**config.mk**
```make
export PLATFORM = sky130hd
export DESIGN_NAME = dino_renderer
export DESIGN_NICKNAME = d
export VERILOG_FILES = /design/src/rtl/dino_renderer_pkg.sv /design/src/rtl/dino_sprite_rom.sv /design/src/rtl/dino_renderer.sv
export SDC_FILE = /design/constraint.sdc
export NUM_CORES = 1
export LEC_CHECK = 0
export ABC_AREA = 1
export CAP_MARGIN = 20
export CORE_ASPECT_RATIO = 0.5
export CORE_MARGIN = 4
export CORE_UTILIZATION = 35
export DETAILED_ROUTE_END_ITERATION = 10
export MAX_ROUTING_LAYER = met4
export PLACE_DENSITY = 0.5
export SLEW_MARGIN = 20
export SYNTH_ARGS = -nofsm -noshare
export SYNTH_HDL_FRONTEND = slang
export SYNTH_SLANG_ARGS = --single-unit
```
**constraint.sdc**
```tcl
create_clock -name pix_clk -period 15 [get_ports pix_clk]
set_input_delay 3.75 -clock pix_clk [delete_from_list [all_inputs] [get_ports pix_clk]]
set_output_delay 3.75 -clock pix_clk [all_outputs]
set_load 0.01 [all_outputs]
```
**src/rtl/dino_renderer_pkg.sv**
```systemverilog
// Shared constants for the dino renderer: VGA timing, sprite geometry, screen placement,
// colours, dino animation state codes and the sprite art used by the sprite ROM.
package dino_renderer_pkg;

    // 640x480@60 VGA timing
    localparam int unsigned H_ACTIVE     = 640;
    localparam int unsigned H_TOTAL      = 800;
    localparam int unsigned H_SYNC_START = 656;
    localparam int unsigned H_SYNC_END   = 752;
    localparam int unsigned V_ACTIVE     = 480;
    localparam int unsigned V_TOTAL      = 525;
    localparam int unsigned V_SYNC_START = 490;
    localparam int unsigned V_SYNC_END   = 492;

    // Sprite geometry; the ROM address layout below assumes these sizes
    localparam int unsigned DINO_W = 32;
    localparam int unsigned DINO_H = 32;
    localparam int unsigned OBS_W  = 16;
    localparam int unsigned OBS_H  = 32;

    // Screen placement
    localparam int unsigned GROUND_SCREEN_Y = 40;  // ground height above the bottom row
    localparam int unsigned DINO_SCREEN_X   = 64;  // left column of the dino box
    localparam int unsigned OBS_CENTER_X    = 8;   // obstacle_x minus this is its left column

    localparam logic [11:0] FG_RGB      = 12'h555;
    localparam logic [11:0] BG_RGB      = 12'hFFF;
    localparam logic [11:0] OVER_BG_RGB = 12'hFCC;

    typedef enum logic [1:0] {
        DINO_STATE_RUN_1    = 2'd0,
        DINO_STATE_RUN_2    = 2'd1,
        DINO_STATE_JUMP     = 2'd2,
        DINO_STATE_COLLIDED = 2'd3
    } dino_state_e;

    // ROM map: dino frames at {0, state[1:0], row[4:0], col[4:0]},
    // obstacle at {1, 3'b000, row[4:0], col[3:0]}.
    localparam int unsigned ROM_AW = 13;

    // Sprite art, one bit per pixel; row 0 is the top row of the sprite.
    function automatic logic sprite_bit(input logic [ROM_AW-1:0] addr);
        int unsigned row;
        int unsigned col;
        int unsigned frame;
        if (addr[12]) begin
            row = 32'(addr[8:4]);
            col = 32'(addr[3:0]);
            return ((row + 2 * col) % 5) != 0;
        end
        frame = 32'(addr[11:10]);
        row   = 32'(addr[9:5]);
        col   = 32'(addr[4:0]);
        return ((3 * row + col + 5 * frame) % 7) != 0;
    endfunction

endpackage

```
**src/rtl/dino_sprite_rom.sv**
```systemverilog
// 1-bpp synchronous sprite ROM: four 32x32 dino frames plus one 16x32 obstacle.
// Contents come from sprite_bit() so synthesis folds them into a constant table.
// Ports:
//   clk  - read clock
//   addr - ROM address (layout in dino_renderer_pkg)
//   data - pixel bit, valid one cycle after addr
module dino_sprite_rom
    import dino_renderer_pkg::*;
(
    input  logic              clk,
    input  logic [ROM_AW-1:0] addr,
    output logic              data
);

    always_ff @(posedge clk) begin
        data <= sprite_bit(addr);
    end

endmodule

```
**src/rtl/dino_renderer.sv**
```systemverilog
// VGA timing generator and rasteriser for the dino game.
// Snapshots the game state once per frame and draws ground, obstacle and dino.
// Ports:
//   pix_clk, rst_n        - pixel clock, async active-low reset
//   dino_y, obstacle_x    - dino feet height (y up), obstacle centre column
//   dino_state, game_over - animation frame select, game ended
//   frame_tick            - one-cycle pulse at start of vertical blanking
//   hsync, vsync, rgb     - VGA outputs, 3-cycle latency from the counters
module dino_renderer #(
    parameter int unsigned H_ACTIVE     = dino_renderer_pkg::H_ACTIVE,
    parameter int unsigned H_TOTAL      = dino_renderer_pkg::H_TOTAL,
    parameter int unsigned H_SYNC_START = dino_renderer_pkg::H_SYNC_START,
    parameter int unsigned H_SYNC_END   = dino_renderer_pkg::H_SYNC_END,
    parameter int unsigned V_ACTIVE     = dino_renderer_pkg::V_ACTIVE,
    parameter int unsigned V_TOTAL      = dino_renderer_pkg::V_TOTAL,
    parameter int unsigned V_SYNC_START = dino_renderer_pkg::V_SYNC_START,
    parameter int unsigned V_SYNC_END   = dino_renderer_pkg::V_SYNC_END
) (
    input  logic        pix_clk,
    input  logic        rst_n,
    input  logic [11:0] dino_y,
    input  logic [11:0] obstacle_x,
    input  logic [1:0]  dino_state,
    input  logic        game_over,
    output logic        frame_tick,
    output logic        hsync,
    output logic        vsync,
    output logic [11:0] rgb
);
    import dino_renderer_pkg::*;

    localparam int unsigned CW = 10;

    // Screen-space constants in the 13-bit signed coordinate domain
    localparam logic signed [12:0] DINO_X     = 13'(DINO_SCREEN_X);
    localparam logic signed [12:0] DINO_XE    = 13'(DINO_SCREEN_X + DINO_W);
    localparam logic signed [12:0] V_LAST     = 13'(V_ACTIVE - 1);
    localparam logic signed [12:0] GROUND_ROW = 13'(V_ACTIVE - 1 - GROUND_SCREEN_Y);
    localparam logic signed [12:0] OBS_TOP    = 13'(V_ACTIVE - GROUND_SCREEN_Y - OBS_H);
    localparam logic signed [12:0] OBS_CX     = 13'(OBS_CENTER_X);
    localparam logic signed [12:0] OBS_WS     = 13'(OBS_W);
    localparam logic signed [12:0] DINO_HM1   = 13'(DINO_H - 1);

    logic [CW-1:0] h_q, v_q;
    logic          h_wrap;
    logic          snap_en;

    logic [11:0]   snap_dino_y, snap_obs_x;
    dino_state_e   snap_state;
    logic          snap_over;

    assign h_wrap     = (h_q == CW'(H_TOTAL - 1));
    assign frame_tick = (h_q == '0) && (v_q == CW'(V_ACTIVE));
    assign snap_en    = (h_q == '0) && (v_q == CW'(V_TOTAL - 1));

    always_ff @(posedge pix_clk or negedge rst_n) begin
        if (!rst_n) begin
            h_q <= '0;
            v_q <= '0;
        end else if (h_wrap) begin
            h_q <= '0;
            v_q <= (v_q == CW'(V_TOTAL - 1)) ? '0 : v_q + 1'b1;
        end else begin
            h_q <= h_q + 1'b1;
        end
    end

    // Taken during the last blanking line so the whole visible frame sees one state
    always_ff @(posedge pix_clk or negedge rst_n) begin
        if (!rst_n) begin
            snap_dino_y <= '0;
            snap_obs_x  <= '0;
            snap_state  <= DINO_STATE_RUN_1;
            snap_over   <= 1'b0;
        end else if (snap_en) begin
            snap_dino_y <= dino_y;
            snap_obs_x  <= obstacle_x;
            snap_state  <= dino_state_e'(dino_state);
            snap_over   <= game_over;
        end
    end

    // Stage 1: box hits and ROM addresses. Offsets are only used inside a hit, so any
    // wrap in their truncated forms is harmless; hit tests use full-width compares.
    logic signed [12:0] h_s, v_s, feet_row, dino_top, obs_left, obs_col;
    logic [4:0]         dino_row, dino_col, obs_row;
    logic               dino_hit, obs_hit, active, hs_c, vs_c;

    always_comb begin
        h_s      = $signed({3'b000, h_q});
        v_s      = $signed({3'b000, v_q});
        feet_row = V_LAST - $signed({1'b0, snap_dino_y});
        dino_top = feet_row - DINO_HM1;
        obs_left = $signed({1'b0, snap_obs_x}) - OBS_CX;
        obs_col  = h_s - obs_left;
        dino_row = 5'(v_s - dino_top);
        dino_col = 5'(h_s - DINO_X);
        obs_row  = 5'(v_s - OBS_TOP);
        dino_hit = (h_s >= DINO_X) && (h_s < DINO_XE) && (v_s >= dino_top) && (v_s <= feet_row);
        obs_hit  = (obs_col >= 13'sd0) && (obs_col < OBS_WS)
                   && (v_s >= OBS_TOP) && (v_s <= GROUND_ROW);
        active   = (h_q < CW'(H_ACTIVE)) && (v_q < CW'(V_ACTIVE));
        hs_c     = !((h_q >= CW'(H_SYNC_START)) && (h_q < CW'(H_SYNC_END)));
        vs_c     = !((v_q >= CW'(V_SYNC_START)) && (v_q < CW'(V_SYNC_END)));
    end

    logic              s1_dino_hit, s1_obs_hit, s1_ground, s1_active, s1_hs, s1_vs;
    logic [ROM_AW-1:0] s1_dino_addr, s1_obs_addr;
    logic              s2_dino_hit, s2_obs_hit, s2_ground, s2_active, s2_hs, s2_vs;
    logic              dino_bit, obs_bit;
    logic [11:0]       rgb_q;
    logic              hs_q, vs_q;

    always_ff @(posedge pix_clk or negedge rst_n) begin
        if (!rst_n) begin
            s1_dino_hit  <= 1'b0;
            s1_obs_hit   <= 1'b0;
            s1_ground    <= 1'b0;
            s1_active    <= 1'b0;
            s1_hs        <= 1'b1;
            s1_vs        <= 1'b1;
            s1_dino_addr <= '0;
            s1_obs_addr  <= '0;
            s2_dino_hit  <= 1'b0;
            s2_obs_hit   <= 1'b0;
            s2_ground    <= 1'b0;
            s2_active    <= 1'b0;
            s2_hs        <= 1'b1;
            s2_vs        <= 1'b1;
            rgb_q        <= '0;
            hs_q         <= 1'b1;
            vs_q         <= 1'b1;
        end else begin
            s1_dino_hit  <= dino_hit;
            s1_obs_hit   <= obs_hit;
            s1_ground    <= (v_s == GROUND_ROW);
            s1_active    <= active;
            s1_hs        <= hs_c;
            s1_vs        <= vs_c;
            s1_dino_addr <= {1'b0, snap_state, dino_row, dino_col};
            s1_obs_addr  <= {1'b1, 3'b000, obs_row, obs_col[3:0]};
            s2_dino_hit  <= s1_dino_hit;
            s2_obs_hit   <= s1_obs_hit;
            s2_ground    <= s1_ground;
            s2_active    <= s1_active;
            s2_hs        <= s1_hs;
            s2_vs        <= s1_vs;
            hs_q         <= s2_hs;
            vs_q         <= s2_vs;
            if (!s2_active) begin
                rgb_q <= '0;
            end else if ((s2_dino_hit && dino_bit) || (s2_obs_hit && obs_bit) || s2_ground) begin
                rgb_q <= FG_RGB;
            end else begin
                rgb_q <= snap_over ? OVER_BG_RGB : BG_RGB;
            end
        end
    end

    // Two read ports of the same art so an obstacle pixel still shows through a
    // transparent dino pixel where the boxes overlap.
    dino_sprite_rom u_dino_rom (
        .clk  (pix_clk),
        .addr (s1_dino_addr),
        .data (dino_bit)
    );

    dino_sprite_rom u_obs_rom (
        .clk  (pix_clk),
        .addr (s1_obs_addr),
        .data (obs_bit)
    );

    assign rgb   = rgb_q;
    assign hsync = hs_q;
    assign vsync = vs_q;

endmodule

```
==> After elaboration in Yosys (flattened, before gate mapping) <==
Cells that the tools add are included.
{ "classes": {"n_addsub": 13, "n_mul": 3, "div_mod_pow": 3, "n_lt_le_gt_ge": 14, "n_eq_ne": 4, "muxes": 8, "n_reduce_logical": 21} }
{ "op_table": {"columns": ["operator", "n"], "rows": [
  ["32-bit by 3-bit modulo with 32-bit output (second input constant)", 3],
  ["32-bit nonzero test", 3],
  ["32-bit by 5-bit adder with 32-bit output", 1],
  ["10-bit equality test (second input constant)", 3],
  ["12-bit 2-to-1 mux", 2],
  ["10-bit by 1-bit adder with 10-bit output (second input constant)", 2],
  ["10-bit by 9-bit >= comparator with 1-bit output (second input constant)", 2],
  ["10-bit less-than comparator (second input constant)", 2],
  ["10-bit by 9-bit less-than comparator with 1-bit output (second input constant)", 2],
  ["10-bit 2-to-1 mux", 2],
  ["7-bit by 5-bit adder with 8-bit output", 2],
  ["11-bit by 13-bit >= comparator with 1-bit output", 1],
  ["13-bit by 1-bit >= comparator with 1-bit output (second input constant)", 1],
  ["11-bit by 13-bit <= comparator with 1-bit output", 1],
  ["1-bit logical AND", 13],
  ["13-bit by 6-bit less-than comparator with 1-bit output (second input constant)", 1],
  ["11-bit by 13-bit subtractor with 13-bit output", 1],
  ["12-bit by 4-bit subtractor with 13-bit output (second input constant)", 1],
  ["13-bit by 6-bit subtractor with 13-bit output (second input constant)", 1],
  ["9-bit by 12-bit subtractor with 13-bit output (first input constant)", 1],
  ["10-bit by 9-bit equality test with 1-bit output (second input constant)", 1],
  ["10-bit >= comparator (second input constant)", 1],
  ["10-bit by 7-bit >= comparator with 1-bit output (second input constant)", 1],
  ["10-bit by 9-bit <= comparator with 1-bit output (second input constant)", 1],
  ["13 further kinds", 17]
]} }
{ "totals": {"ff_bits": 97, "input_bits": 29, "output_inout_bits": 15, "wordCells": 91} }

==> Longest topological paths before layout <==
{ "logic_depth": {"word_depth": 6, "mapped_depth": 44, "mapped_depth_nobuf": 44} }

==> Cells and area by module <==
Synthesis repeated with hierarchy kept, for this count alone.
{ "hier_totals": {"cells_unflattened": 1341, "area_unflattened_um2": 9684.3} }
{ "modules_own_cells": {"columns": ["module", "n_inst", "cells_per_inst", "area_each_um2", "seq_area_each_um2"], "rows": [
  ["dino_renderer", 1, 529, 5022.3, 2184.6],
  ["dino_sprite_rom", 2, 406, 2331.0, 20.0]
]} }

==> Worst setup path before layout <==
No wires, ideal clock.
{ "synth_path": {"path_type": "register to register", "startpoint": "register s1_dino_addr[1]", "endpoint": "register u_dino_rom.data", "setup_ns": 0.122, "t_arrival_ns": 5.987, "required_ns": 14.878, "slack_ns": 8.891, "path_stages_with_launch": 42, "path_cell_list": "dfrtp_1 -> fa_1 -> ha_1 -> fa_1 -> ha_1 -> inv_1 -> fa_1 -> o21ai_2 -> inv_1 -> nand2_1 -> nand2_1 -> inv_1 -> ha_1 -> nand4_4 -> a21oi_2 -> nand2_4 -> nand2_2 -> nand2_1 -> [... 6 more ...] -> nand2_1 -> nand2_1 -> inv_1 -> ha_1 -> nand3_4 -> nand3_4 -> nand2_1 -> nand2_1 -> inv_1 -> ha_1 -> nand3_1 -> nand3_1 -> nor2_2 -> inv_2 -> nand2_1 -> nand2_1 -> nor2_1 -> nand3_1"} }
{ "synth_via": {"elab_chain_cells": 4} }
{ "synth_rtl": {"columns": ["item", "line_no", "rtl"], "rows": [
  ["from (decl)", "dino_renderer.sv:108", "logic [ROM_AW-1:0] s1_dino_addr, s1_obs_addr;"],
  ["from (signal assigned)", "dino_renderer.sv:140", "s1_dino_addr <= {1'b0, snap_state, dino_row, dino_col};"],
  ["7-bit by 5-bit adder with 8-bit output", "dino_renderer_pkg.sv:54", "return ((3 * row + col + 5 * frame) % 7) != 0;"],
  ["32-bit by 5-bit adder with 32-bit output", "dino_renderer_pkg.sv:54", null],
  ["32-bit by 3-bit modulo with 32-bit output", "dino_renderer_pkg.sv:54", null],
  ["32-bit nonzero test", "dino_renderer_pkg.sv:54", null],
  ["to (signal assigned)", "dino_sprite_rom.sv:16", "data <= sprite_bit(addr);"],
  ["to (decl)", "dino_sprite_rom.sv:12", "output logic data"]
]} }
Every way passes these cells.
A chain may end at the register's enable or synchronous reset.

==> Final worst setup path <==
Ends and elaborated chain as after synthesis.

==> run_results.csv <==
group,metric,value,unit
run_status,outcome,"finished, final reports clean",
global_route,grt_use_total,14.6,%
sta,fmaxAchievable,148,MHz
place,place.port_buffers,43,
route,antenna_violating_nets_remaining,0,
worst_setup_path,timing.critical_path.buf_inv,7,
worst_setup_path,cpPeakStageDelay,0.54,ns
min_path,end_of_the_worst_hold_path,"s2_dino_hit",
logic_synthesis,synth_sequential_area_ratio,26.8,%
clocking,insertion_delay,0.34,ns
logic_synthesis,library_cell_with_the_highest_instance_count_after_synthesis,"nand2_1",
clocking,cts_root_buffer,"clkbuf_16",
logic_synthesis,synth_async_sr_flop_share,97.8,%
floorplanning,ioPinCount,44,
route,route.final.wire_length,17800,um
final_layout,num_antenna_cells,0,
floorplanning,core.rowCount,39,
route,first_iter_violations,344,
global_route,first_global_vias,6552,
floorplanning,design.core.area,0.0231,mm2
logic_synthesis,yosys-top-cells-count,"nand2_1, inv_1, ha_1",
final_layout,nets,1264,
logic_synthesis,synth_nets,1220,
logic_synthesis,netlist-cell-type-count,58,
floorplanning,floorplan.die_area,0.0264,mm2
worst_setup_path,cp_slowest_cell,"fa_1",
clocking,cts_setup_buffers,0,
min_path,holdCritPathClass,"flop to flop",
worst_setup_path,critical_path.top_delay_family,"adder cells",
worst_setup_path,worst_setup_path_end_kind,"flop",
sta,setup_tns,0,ns
worst_setup_path,critical-path-top-cell-by-count,"nand2_1",
place,dp_hpwl,14500,um
worst_setup_path,cp-start-kind,"flop",
clocking,cts_tree,"built",
pwr,comb_power_share,76.3,%
global_route,grt_start_max_net_pins,64,
logic_synthesis,yosysWarningCount,0,
clocking,cts_repair_resize_count,0,
pwr,p_leak,0.00482,uW
sta,final_period_minus_worst_setup_slack,6.75,ns
pwr,power_report.internal_total,885,uW
pwr,net-switching-power,1110,uW
route,drt_drc_violations_left,0,
worst_setup_path,cp_data_required_time,15.23,ns
logic_synthesis,synthCells,1088,
floorplanning,die_w,226,um
final_layout,fillerInstances,2351,
logic_synthesis,synth_area_leader_cell,"dfrtp_1",
logic_synthesis,synth_enable_flop_cells,0,
clocking,cts_max_level,3,
global_route,grt_first_pass_wirelength,31100,um
pwr,seqPwrFrac,12.8,%
global_route,globalRoute.totalOverflow,0,
clocking,clkTransAtPathRegs,0.07,ns
global_route,grtUsageMet3,1.74,%
global_route,globalRouteMet1Util,20.4,%
worst_setup_path,r2r_worst_path_depth,41,
pwr,peak_ir_drop_on_the_vdd_network,0.191,mV
sta,worstMarginPinSlew,0.771,ns
place,placedInstanceArea,0.00905,mm2
worst_setup_path,regToRegSetupSlack,8.25,ns
sta,setup_viol,0,
pwr,cell_pwr_density,214,mW/mm2
min_path,hold_path.startpoint,"s1_dino_hit",
worst_setup_path,setup.worst_path.class,"flop to flop",
worst_setup_path,worstPathArrival,6.98,ns
pwr,pwr-share-clk,10.9,%
route,avgViaCountPerCell,4.74,
worst_setup_path,r2r_start,"s1_dino_addr[1]",
floorplanning,floorplan.initialDensity,36.0,%
sta,maxSlewViolCount,0,
sta,report.final.hold_viol_count,0,
place,place.detailed.instances,1428,
final_layout,instances_no_fill,1444,
logic_synthesis,synth.ff_latch_count,89,
global_route,grt_most_used_layer,"met2",
final_layout,area.sequential,0.00222,mm2
route,routed-via-count,6840,
sta,layout_worst_path_cycle_share,45.0,%
logic_synthesis,ys_dominant_reg_cell,"dfrtp_1",
final_layout,multi_input_comb_area,0.00535,mm2
clocking,cts_inserted_buffers,9,
final_layout,layout.cell_area.non_filler,0.00934,mm2
flow_run,cap_viol_max_count,0,
logic_synthesis,syn_area_per_cell,7.64,um2
final_layout,final_layout_size_suffix_gt1_share,12.3,%
final_layout,areaGrowthSynthToFinish,12.4,%
global_route,gr-usage-met2,23.0,%
route,wl_per_cell,12.4,um
sta,rsz0062_at_grt,"no",
logic_synthesis,synth_top_area_share,24.4,%
logic_synthesis,yosys-top-cells-area,"dfrtp_1, ha_1, nand2_1",
floorplanning,dieHeight,117,um
clocking,clock-sinks,89,
pwr,p_total,2000,uW
worst_setup_path,path_max_fanout,10,
global_route,antenna_found_initial,0,
clocking,hold_buffers,0,
clocking,max-clock-path-buffers,2,
pwr,switching_share,55.7,%
route,firstDrtPassIters,5,
place,gp_congestion,0.824,
worst_setup_path,timing.rr.end,"u_dino_rom.data",
sta,worst_clk_skew,0.0125,ns
min_path,hold_path_depth,0,
sta,timing.slew.headroom,48.6,%
logic_synthesis,syn_area,0.00831,mm2
==> logic make-up (layout without fill, tap and decap cells) <==
| logic type | Yosys count | in the layout | synth area share [%] |
|---|---|---|---|
| simple gates | 528 | 528 | 31.2 |
| flops | 89 | 89 | 26.8 |
| buf+inv | 185 | 234 | 8.85 |
| fa+ha+maj | 103 | 103 | 16.5 |
| xor+xnor | 47 | 47 | 5.18 |
| other cells | 1 | 1 | 0.0451 |
| mux | 27 | 27 | 3.66 |
| compound gates | 108 | 108 | 7.83 |
==> worst reg2reg max path, delay by kind of cell (launching register included) <==
kind,cells,cell delay [ns]
AO/OA/AOI/OAI,3,0.68
adder cells (fa/ha/maj),8,2.68
buffers and inverters,7,0.51
flip-flops,1,0.39
AND/OR/NAND/NOR,23,2.39
==> power by group through the flow <==
stage                     Clock (uW)  Sequential [uW]  Combinational, uW
after detailed placement           0              261               1520
after CTS                        227              256               1520
final                            218              256               1520
after floorplan                    0              258               1260
after global routing             237              257               1780
after global placement             0              261               1520
==> layout by cell type (no fill, tap or decap), types with 11 or more instances in the layout <==
| cell type | count |
|---|---|
| a21oi_1 | 38 |
| clkdlybuf4s50_1 | 42 |
| dfrtp_1 | 81 |
| fa_1 | 11 |
| ha_1 | 92 |
| inv_1 | 156 |
| inv_2 | 14 |
| mux2_2 | 27 |
| nand2_1 | 233 |
| nand2_2 | 20 |
| nand3_1 | 81 |
| nand4_1 | 28 |
| nor2_1 | 82 |
| nor3_1 | 26 |
| o21ai_0 | 28 |
| xor2_1 | 36 |
==> layer usage <==
metal  vias to the layer above  part of all wire, %  wire length, um
met5                         -                    0                0
met4                         0                 0.78              139
met3                        11                  1.9              347
met2                        88                   44             7810
met1                      3096                   54             9550
li1                       3645                    -                -
==> cell type report <==
class	instances	share of cell area, %
Sequential cell	89	23.8
Multi-Input combinational cell	814	57.3
Clock buffer	11	2.70
Timing Repair Buffer	46	4.82
Tap cell	307	4.11
Inverter	172	6.91
Clock inverter	5	0.388
==> state kept, by name (all words and copies together), names as in the netlist, 2 cells and up <==
name / count
rgb: 4
snap_dino_y: 12
snap_state: 2
s1_obs_addr: 10
v_q: 10
s1_dino_addr: 12
snap_obs_x: 12
h_q: 10
==> how the worst max path moves through the flow <==
| stage | startpoint | endpoint | slack (ns) | cells past startpoint |
|---|---|---|---|---|
| after floorplan | s1_dino_addr[1] | u_dino_rom.data | 8.89 | 41 |
| after CTS | s1_dino_addr[1] | u_dino_rom.data | 8.24 | 41 |
| after global placement | s1_dino_addr[1] | u_dino_rom.data | 8.46 | 41 |
| after detailed placement | s1_dino_addr[1] | u_dino_rom.data | 8.24 | 41 |
| after global routing | s1_dino_addr[1] | u_dino_rom.data | 7.47 | 41 |
| final | s1_dino_addr[1] | u_dino_rom.data | 8.25 | 41 |
==> stage by stage <==
stage	setup slack, ns	hold slack [ns]	util [%]
finish	8.25	0.350	40.5
detailed placement	8.24	0.344	39.2
global route	7.47	0.363	40.5
CTS	8.24	0.352	40.5
floorplan	8.89	0.331	-
global placement	8.46	0.342	39.2
Power figures use the tool's default switching activity.
